File: src/rtl/multi_stepper_ctrl_if.sv
// Per-channel step-command bundle between a motion host and multi_stepper_ctrl.
// Channel c occupies bit c of the scalars and slice [c*W +: W] of the packed fields.
interface multi_stepper_ctrl_if #(
  parameter int unsigned NUM_CH   = 2,
  parameter int unsigned PERIOD_W = 24,
  parameter int unsigned COUNT_W  = 16
);
  logic [NUM_CH-1:0]          cmd_valid;
  logic [NUM_CH-1:0]          cmd_ready;
  logic [NUM_CH-1:0]          cmd_dir;
  logic [NUM_CH-1:0]          cmd_half;
  logic [NUM_CH*COUNT_W-1:0]  cmd_steps;
  logic [NUM_CH*PERIOD_W-1:0] cmd_period;

  modport master (
    output cmd_valid, cmd_dir, cmd_half, cmd_steps, cmd_period,
    input  cmd_ready
  );

  modport slave (
    input  cmd_valid, cmd_dir, cmd_half, cmd_steps, cmd_period,
    output cmd_ready
  );
endinterface

File: src/rtl/multi_stepper_ctrl.sv
// N-channel unipolar stepper sequencer: each channel runs its own IDLE/RUN/PAUSE/DONE FSM
// and walks an 8-entry half-step phase table at a commanded step period.
module multi_stepper_ctrl #(
  parameter int unsigned NUM_CH   = 2,
  parameter int unsigned PERIOD_W = 24,
  parameter int unsigned COUNT_W  = 16,
  parameter bit          HOLD     = 1'b0
) (
  input  logic                      clk,
  input  logic                      rst,
  input  logic                      pause_i,
  multi_stepper_ctrl_if.slave       cmd_if,
  input  logic [NUM_CH-1:0]         abort_i,
  output logic [4*NUM_CH-1:0]       coil_o,
  output logic [NUM_CH-1:0]         busy_o,
  output logic [NUM_CH-1:0]         done_o,
  output logic [NUM_CH*COUNT_W-1:0] steps_left_o
);

  typedef enum logic [1:0] {StIdle, StRun, StPause, StDone} state_e;

  function automatic logic [3:0] phase_coil(input logic [2:0] p);
    logic [3:0] c;
    unique case (p)
      3'd0: c = 4'b1000;
      3'd1: c = 4'b1100;
      3'd2: c = 4'b0100;
      3'd3: c = 4'b0110;
      3'd4: c = 4'b0010;
      3'd5: c = 4'b0011;
      3'd6: c = 4'b0001;
      3'd7: c = 4'b1001;
      default: c = 4'b0000;
    endcase
    return c;
  endfunction

  localparam logic [3:0] CoilRst = HOLD ? 4'b1100 : 4'b0000;

  for (genvar c = 0; c < NUM_CH; c++) begin : g_ch
    state_e              state_q, state_d;
    logic [2:0]          p_q, p_d;
    logic [PERIOD_W-1:0] cnt_q, cnt_d, period_q, period_d;
    logic [COUNT_W-1:0]  left_q, left_d;
    logic                dir_q, dir_d, half_q, half_d;
    logic [3:0]          coil_q, coil_d;
    logic                busy_q, busy_d, done_q, done_d;
    logic [PERIOD_W-1:0] period_in;
    logic [COUNT_W-1:0]  steps_in;

    assign period_in = cmd_if.cmd_period[c*PERIOD_W +: PERIOD_W];
    assign steps_in  = cmd_if.cmd_steps[c*COUNT_W +: COUNT_W];

    always_comb begin
      state_d  = state_q;
      p_d      = p_q;
      cnt_d    = cnt_q;
      period_d = period_q;
      left_d   = left_q;
      dir_d    = dir_q;
      half_d   = half_q;
      unique case (state_q)
        StIdle: begin
          if (cmd_if.cmd_valid[c]) begin
            dir_d    = cmd_if.cmd_dir[c];
            half_d   = cmd_if.cmd_half[c];
            period_d = (period_in < PERIOD_W'(2)) ? PERIOD_W'(2) : period_in;
            left_d   = steps_in;
            cnt_d    = '0;
            state_d  = (steps_in == '0) ? StDone : StRun;
          end
        end
        StRun, StPause: begin
          // Abort outranks pause and any step due this cycle.
          if (abort_i[c]) begin
            state_d = StIdle;
            left_d  = '0;
          end else if (pause_i) begin
            state_d = StPause;
          end else begin
            state_d = StRun;
            if (cnt_q == period_q - PERIOD_W'(1)) begin
              cnt_d  = '0;
              p_d    = dir_q ? p_q + (half_q ? 3'd1 : 3'd2) : p_q - (half_q ? 3'd1 : 3'd2);
              left_d = left_q - COUNT_W'(1);
              if (left_q == COUNT_W'(1)) state_d = StDone;
            end else begin
              cnt_d = cnt_q + PERIOD_W'(1);
            end
          end
        end
        StDone:  state_d = StIdle;
        default: state_d = StIdle;
      endcase

      busy_d = (state_d == StRun) || (state_d == StPause);
      done_d = (state_d == StDone);
      coil_d = (state_d == StIdle && !HOLD) ? 4'b0000 : phase_coil(p_d);
    end

    always_ff @(posedge clk) begin
      if (rst) begin
        state_q  <= StIdle;
        p_q      <= 3'd1;
        cnt_q    <= '0;
        period_q <= PERIOD_W'(2);
        left_q   <= '0;
        dir_q    <= 1'b0;
        half_q   <= 1'b0;
        coil_q   <= CoilRst;
        busy_q   <= 1'b0;
        done_q   <= 1'b0;
      end else begin
        state_q  <= state_d;
        p_q      <= p_d;
        cnt_q    <= cnt_d;
        period_q <= period_d;
        left_q   <= left_d;
        dir_q    <= dir_d;
        half_q   <= half_d;
        coil_q   <= coil_d;
        busy_q   <= busy_d;
        done_q   <= done_d;
      end
    end

    assign cmd_if.cmd_ready[c]                = (state_q == StIdle);
    assign coil_o[4*c +: 4]                   = coil_q;
    assign busy_o[c]                          = busy_q;
    assign done_o[c]                          = done_q;
    assign steps_left_o[c*COUNT_W +: COUNT_W] = left_q;
  end

endmodule

File: src/flat_wrapper.sv
// flat-port wrapper written by rule: the top's interface ports become plain ports
module multi_stepper_ctrl_flat 
#(
  parameter int unsigned NUM_CH   = 2,
  parameter int unsigned PERIOD_W = 24,
  parameter int unsigned COUNT_W  = 16,
  parameter bit          HOLD     = 1'b0
)
  (clk, rst, pause_i, abort_i, coil_o, busy_o, done_o, steps_left_o, cmd_if_cmd_valid, cmd_if_cmd_dir, cmd_if_cmd_half, cmd_if_cmd_steps, cmd_if_cmd_period, cmd_if_cmd_ready);
  multi_stepper_ctrl_if #(.NUM_CH(NUM_CH), .PERIOD_W(PERIOD_W), .COUNT_W(COUNT_W)) cmd_if_i ();
  input  logic clk;
  input  logic rst;
  input  logic pause_i;
  input  logic [NUM_CH-1:0] abort_i;
  output logic [4*NUM_CH-1:0] coil_o;
  output logic [NUM_CH-1:0] busy_o;
  output logic [NUM_CH-1:0] done_o;
  output logic [NUM_CH*COUNT_W-1:0] steps_left_o;
  input wire logic [$bits(cmd_if_i.cmd_valid)-1:0] cmd_if_cmd_valid;
  input wire logic [$bits(cmd_if_i.cmd_dir)-1:0] cmd_if_cmd_dir;
  input wire logic [$bits(cmd_if_i.cmd_half)-1:0] cmd_if_cmd_half;
  input wire logic [$bits(cmd_if_i.cmd_steps)-1:0] cmd_if_cmd_steps;
  input wire logic [$bits(cmd_if_i.cmd_period)-1:0] cmd_if_cmd_period;
  output wire logic [$bits(cmd_if_i.cmd_ready)-1:0] cmd_if_cmd_ready;
  assign cmd_if_i.cmd_valid = cmd_if_cmd_valid;
  assign cmd_if_i.cmd_dir = cmd_if_cmd_dir;
  assign cmd_if_i.cmd_half = cmd_if_cmd_half;
  assign cmd_if_i.cmd_steps = cmd_if_cmd_steps;
  assign cmd_if_i.cmd_period = cmd_if_cmd_period;
  assign cmd_if_cmd_ready = cmd_if_i.cmd_ready;
  multi_stepper_ctrl #(.NUM_CH(NUM_CH), .PERIOD_W(PERIOD_W), .COUNT_W(COUNT_W), .HOLD(HOLD)) u_core (.clk(clk), .rst(rst), .pause_i(pause_i), .cmd_if(cmd_if_i), .abort_i(abort_i), .coil_o(coil_o), .busy_o(busy_o), .done_o(done_o), .steps_left_o(steps_left_o));
endmodule
File: config.mk
export PLATFORM = sky130hd
export DESIGN_NAME = multi_stepper_ctrl_flat
export DESIGN_NICKNAME = d
export VERILOG_FILES = /design/src/rtl/multi_stepper_ctrl_if.sv /design/src/rtl/multi_stepper_ctrl.sv /design/src/flat_wrapper.sv
export SDC_FILE = /design/constraint.sdc
export NUM_CORES = 1
export LEC_CHECK = 0
export ABC_AREA = 1
export BUFFER_PORTS_ARGS = -buffer_cell sky130_fd_sc_hd__buf_2
export CORE_MARGIN = 2
export CORE_UTILIZATION = 53
export DETAILED_ROUTE_END_ITERATION = 10
export GPL_TIMING_DRIVEN = 0
export PLACE_DENSITY = 0.77
export SLEW_MARGIN = 10
export SYNTH_ARGS = -nofsm -noshare
export SYNTH_HDL_FRONTEND = slang
export SYNTH_SLANG_ARGS = --single-unit
File: constraint.sdc
create_clock -name clk -period 2.65 [get_ports clk]
set_input_delay 0.3975 -clock clk [delete_from_list [all_inputs] [get_ports clk]]
set_output_delay 0.3975 -clock clk [all_outputs]
set_load 0.03 [all_outputs]
* After elaboration in Yosys (flattened, before gate mapping) *
Memory sizes are Yosys's and may differ from the RTL's. A register that Yosys moved wholly into a read port is not among the register bits.
Cells that the tools add are included.

cells by class
  $add $sub $neg = 10
  order comparisons = 2
  equal/unequal tests = 26
  multiplexer cells = 48
  reductions and logical operators = 20

operator list
  operator               count
  $mux 24                10
  $mux 16                8
  $pmux 24 s2            2
  $pmux 16 s2            2
  $add 24x1->24 const B  2
  $eq 24x24->1           2
  $lt 24x2->1 const B    2
  $sub 24x1->24 const B  2
  $eq 16x1->1 const B    2
  $logic_not 16->1       2
  $sub 16x1->16 const B  2
  $mux 3                 10
  $mux 2                 14
  $eq 2x2->1 const B     8
  $reduce_and 4->1       4
  $ne 2x2->1 const B     6
  $pmux 2 s3             2
  $eq 2x1->1 const B     4
  $logic_not 2->1        4
  $reduce_or 2->1        4
  $add 3x3->3            2
  $ne 3x2->1 const B     2
  $ne 3x3->1 const B     2
  $sub 3x3->3            2
  3 further kinds        6

word-level totals
  register bits = 146
  ROM bits = 64
  bits of input ports = 91
  output and inout bits = 46
  logic and storage cells = 126
  memories kept = 2

memory list
  name              words  bits a word  read ports  clocked after Yosys merged registers in  write ports  RTL line                  RTL
  (name not given)  8      4            1           1                                        0            multi_stepper_ctrl.sv:24  unique case (p)
  (name not given)  8      4            1           1                                        0            multi_stepper_ctrl.sv:24

* Logic depth before layout (Yosys ltp) *
  depth in word-level cells = 8
  gate-level depth with buffers = 22

* Least setup slack after synthesis *
No wires, ideal clock.

  kind = register -> register
  from = reg u_core.g_ch[1].period_q[0]
  to = reg u_core.g_ch[1].coil_q[2]
  data arrival time = 2.404 ns
  data required time = 2.586 ns
  path slack = 0.182 ns
  cell stages (with the launch flop) = 22
  path buffers = 0
  period minus slack after synthesis = 2.468 ns
  cells stage by stage = dfxtp_1 inv_1 ha_1 nand3_4 nor2_8 nand2_1 nand2_1 nand2_1 nor2_2 inv_1 nor2_1 nand2_1 nor2_4 nand2_4 o21ai_1 nand3_1 nand2_1 inv_2 ha_1 nor2_1 nand3_1 nor2_1

between the ends
  word-level cells in the longest chain between the ends = 8

ends and longest elaborated chain
  element                              RTL line                   RTL
  start, declared                      multi_stepper_ctrl.sv:43   logic [PERIOD_W-1:0] cnt_q, cnt_d, period_q, period_d;
  start signal, assigned               multi_stepper_ctrl.sv:117  period_q <= period_d;
  $sub 24x1->24                        multi_stepper_ctrl.sv:82   if (cnt_q == period_q - PERIOD_W'(1)) begin
  $eq 24x24->1                         multi_stepper_ctrl.sv:82
  $mux 2                               multi_stepper_ctrl.sv:82
  $mux 2                               multi_stepper_ctrl.sv:78   end else if (pause_i) begin
  $mux 2                               multi_stepper_ctrl.sv:75   if (abort_i[c]) begin
  $pmux 2 s3                           multi_stepper_ctrl.sv:62   unique case (state_q)
  named net u_core.g_ch[1].state_d[1]  multi_stepper_ctrl.sv:41   state_e state_q, state_d;
  $logic_not 2->1                      multi_stepper_ctrl.sv:98   coil_d = (state_d == StIdle && !HOLD) ? 4'b0000 : phase_coil(p_d);
  $reduce_or 2->1 (no source line)     -
  end, declared                        multi_stepper_ctrl.sv:46   logic [3:0] coil_q, coil_d;

The timed path passes the listed nets, and every way through them passes these cells.
A chain may end at the register's enable or synchronous reset.

* Final worst setup path *
  from = reg u_core.g_ch[1].period_q[1]
  to = reg u_core.g_ch[1].coil_q[2]

The elaborated chain is that of the path after synthesis.

==> metrics.txt <==
status finished, violations left; violated checks setup timing; Die Ht 144 µm; post-DR wirelength/cell 15.1 µm; Comb pwr share 28.9%; Starting DRT DRC Count 981; Leakage 0.00570 µW; Net Sw Power 2720 µW; GRT overflow 0; yosys warns 0; Maximum Capacitance Violations 0; P_int 4700 µW; CTS max path bufs 2; Initial Util 53.9%; Hold Path Class in -> reg; final hold vios 0; placed cells 2062; diode count 0; total power 7420 µW; first-pass GRT wire length 48900 µm; unrepaired setup endpoints after global routing yes; Setup crit end kind flop; Worst slew margin 38.2%; CP Data Required Time 3020 ps; syn nets 1773; maximum VDD drop 0.000469 V; startpoint types flop; Skew-Pair Late Insertion Delay 440 ps; Post-layout nets 1946; Synth area leaders dfxtp_1 (30%), nand2_1 (15%), nor2_1 (7.8%); # DRC 0; mux share of post-synthesis cell area 0%; xor and xnor area share after synthesis 4.44%; vias in the first global route 10200; TritonCTS clock tree built; final WL 31900 µm; mean post-synth cell area 6.29 µm²; Synth Flop Type dfxtp_1; gp weighted congestion 0.962; Flop pwr share 36.2%; final count of negative-setup-slack endpoints 1; fin cells 2113; worst-path maximum fanout 6; adder-cell share of the synthesized area 2.54%; Clock Skew 9.57 ps; post-cts hold buffer count 0; clk slew on worst S/H paths 70 ps; Net Sw Frac 36.6%; clock share of power 34.9%; initial antenna violation count 0; area delta synth->final 20.1%; Tightest Pin Transition 927 ps; most common cell in the synthesized netlist nand2_1; Max Transition Viols Final 0; share of flip-flops with an asynchronous set or reset 0%; largest net degree at the start of global routing 17; vias per cell 5.46; Die Area 20900 µm²; share of layout cells above drive strength 1 18.6%; Synth Cell Area 10400 µm²; CP arrival 3070 ps; Top Ports 137; achievable frequency 0.371 GHz; DP HPWL 23700 µm; fin crit period 2700 ps; GRT Total Usage 29.5%; setup_tns -45.5 ps; Compound-Gate Fraction of Synth Area 15.2%; Syn Inst Count 1662; dominant cell type by area after synthesis dfxtp_1; CTS buffer count 17; Post-DRT Antenna Nets 0; top-area cell type share of the netlist area 29.5%; Final period util 102%; CTS sink count 154; via count 11500; Core Rows 51; Post-synth top cells nand2_1 (407), nor2_1 (217), inv_1 (212); H-tree depth 4; standard cell core area 19400 µm²; count of cell types in the netlist 51; clock root buffer clkbuf_16; largest family of logic cells by synthesized area simple AND/OR/NAND/NOR gates; critical path class reg -> reg; Die Wd 144 µm; synthesized flop and latch total 154; register area share after synthesis 29.5%; P per Cell Area 591 nW/µm²; Post-synth EDFFs 0; setup ws final -45.5 ps; 1st-pass router iterations 6; Simple-Gate Fraction of Synth Area 37.9%; IO buf count 135
[final timing paths]
path | start | end | slack [ps] | cells past startpoint
hold reg to reg | u_core.g_ch[0].cnt_q[3]$_SDFFE_PP0P_ | u_core.g_ch[0].cnt_q[3]$_SDFFE_PP0P_ | 500 | 2
setup reg to reg | u_core.g_ch[1].period_q[1]$_SDFFE_PP1P_ | u_core.g_ch[1].coil_q[2]$_SDFF_PP0_ | -50 | 18
hold / removal | cmd_if_cmd_half[0] | u_core.g_ch[0].half_q$_SDFFE_PP0P_ | 210 | 3
setup / recovery | u_core.g_ch[1].period_q[1]$_SDFFE_PP1P_ | u_core.g_ch[1].coil_q[2]$_SDFF_PP0_ | -50 | 18
[logic make-up after synthesis]
logic type | Yosys count
xor gates and xnor gates | 53
buffers and inverters | 275
adders and majority gates | 20
DFF | 154
and+or+nand+nor | 882
AOI/OAI and AO/OA | 278
[what timing repair did]
action | in CTS | in global routing
hold endpoints to repair | 0 | 0
setup buffers | 8 | 9
gates resized for setup | 21 | 72
gates cloned | 0 | 2
pin swaps | 9 | 42
endpoints found under the setup margin | 34 | 54
[worst max-delay path, stage by stage, from the launching register on]
cell     delay, ps
dfxtp_4        360
nor2_2         170
nand2_4        140
nor2_8         170
nand2_4         90
o21ai_2        120
nand2_1         70
nor2_2         140
nand2_1        100
nor2_4         210
nand2_4         80
o21ai_2        140
nand3_1        100
nand2_2        120
inv_2           70
ha_4           160
nor2_4         160
nand3_2        100
nor2_1         120
[metal layers]
layer | track usage [%] | routed length [µm] | up-vias
met2 | 51.4 | 15400 | 432
met3 | 4.64 | 2100 | 73
met5 | 0 | 0 | -
li1 | - | - | 5755
met1 | 37.4 | 13500 | 5284
met4 | 9.25 | 882 | 0
[area by class of cell]
type | instances | area (µm²)
Inverter | 226 | 856
Multi-Input combinational cell | 1235 | 6610
Clock buffer | 20 | 447
Clock inverter | 12 | 165
Fill cell | 1774 | 6850
Timing Repair Buffer | 152 | 807
Buffer | 49 | 243
Tap cell | 265 | 332
Sequential cell | 154 | 3090
[power groups by stage]
stage | registers (µW) | clock network [µW] | logic, µW
floorplan | 2820 | 0 | 1290
global placement | 2710 | 0 | 1920
detailed placement | 2710 | 0 | 1950
CTS | 2660 | 2590 | 2000
global route | 2700 | 2690 | 2370
finish | 2680 | 2590 | 2150
[state kept, by name (all words and copies together) (netlist names)]
register              flops
u_core.g_ch.p_q           6
u_core.g_ch.cnt_q        48
u_core.g_ch.period_q     48
u_core.g_ch.half_q        2
u_core.g_ch.busy_q        2
u_core.g_ch.done_q        2
u_core.g_ch.state_q       4
u_core.g_ch.coil_q        8
u_core.g_ch.dir_q         2
u_core.g_ch.left_q       32
[cells in the final DEF (no fill, tap or decap), drive strengths merged, types with 18 or more instances in the layout]
cell    count
a211oi     26
a21oi     115
buf       166
clkbuf     55
dfxtp     154
ha         18
inv       229
nand2     421
nand3     101
nand3b     19
nand4      38
nor2      255
nor4       24
o21ai     110
xnor2      28
xor2       25
[stage by stage]
stage               utilization (%)  hold WS [ps]  worst slack [ps]  area (µm²)
finish                         64.7           213             -45.5       12500
global route                   64.7           221              -148       12500
CTS                            62.9           211             -31.7       12200
detailed placement             59.0           481              -461       11500
global placement               59.0           475              -334       11500
floorplan                         -           451               182       10400
(Power assumes the default switching activity.)
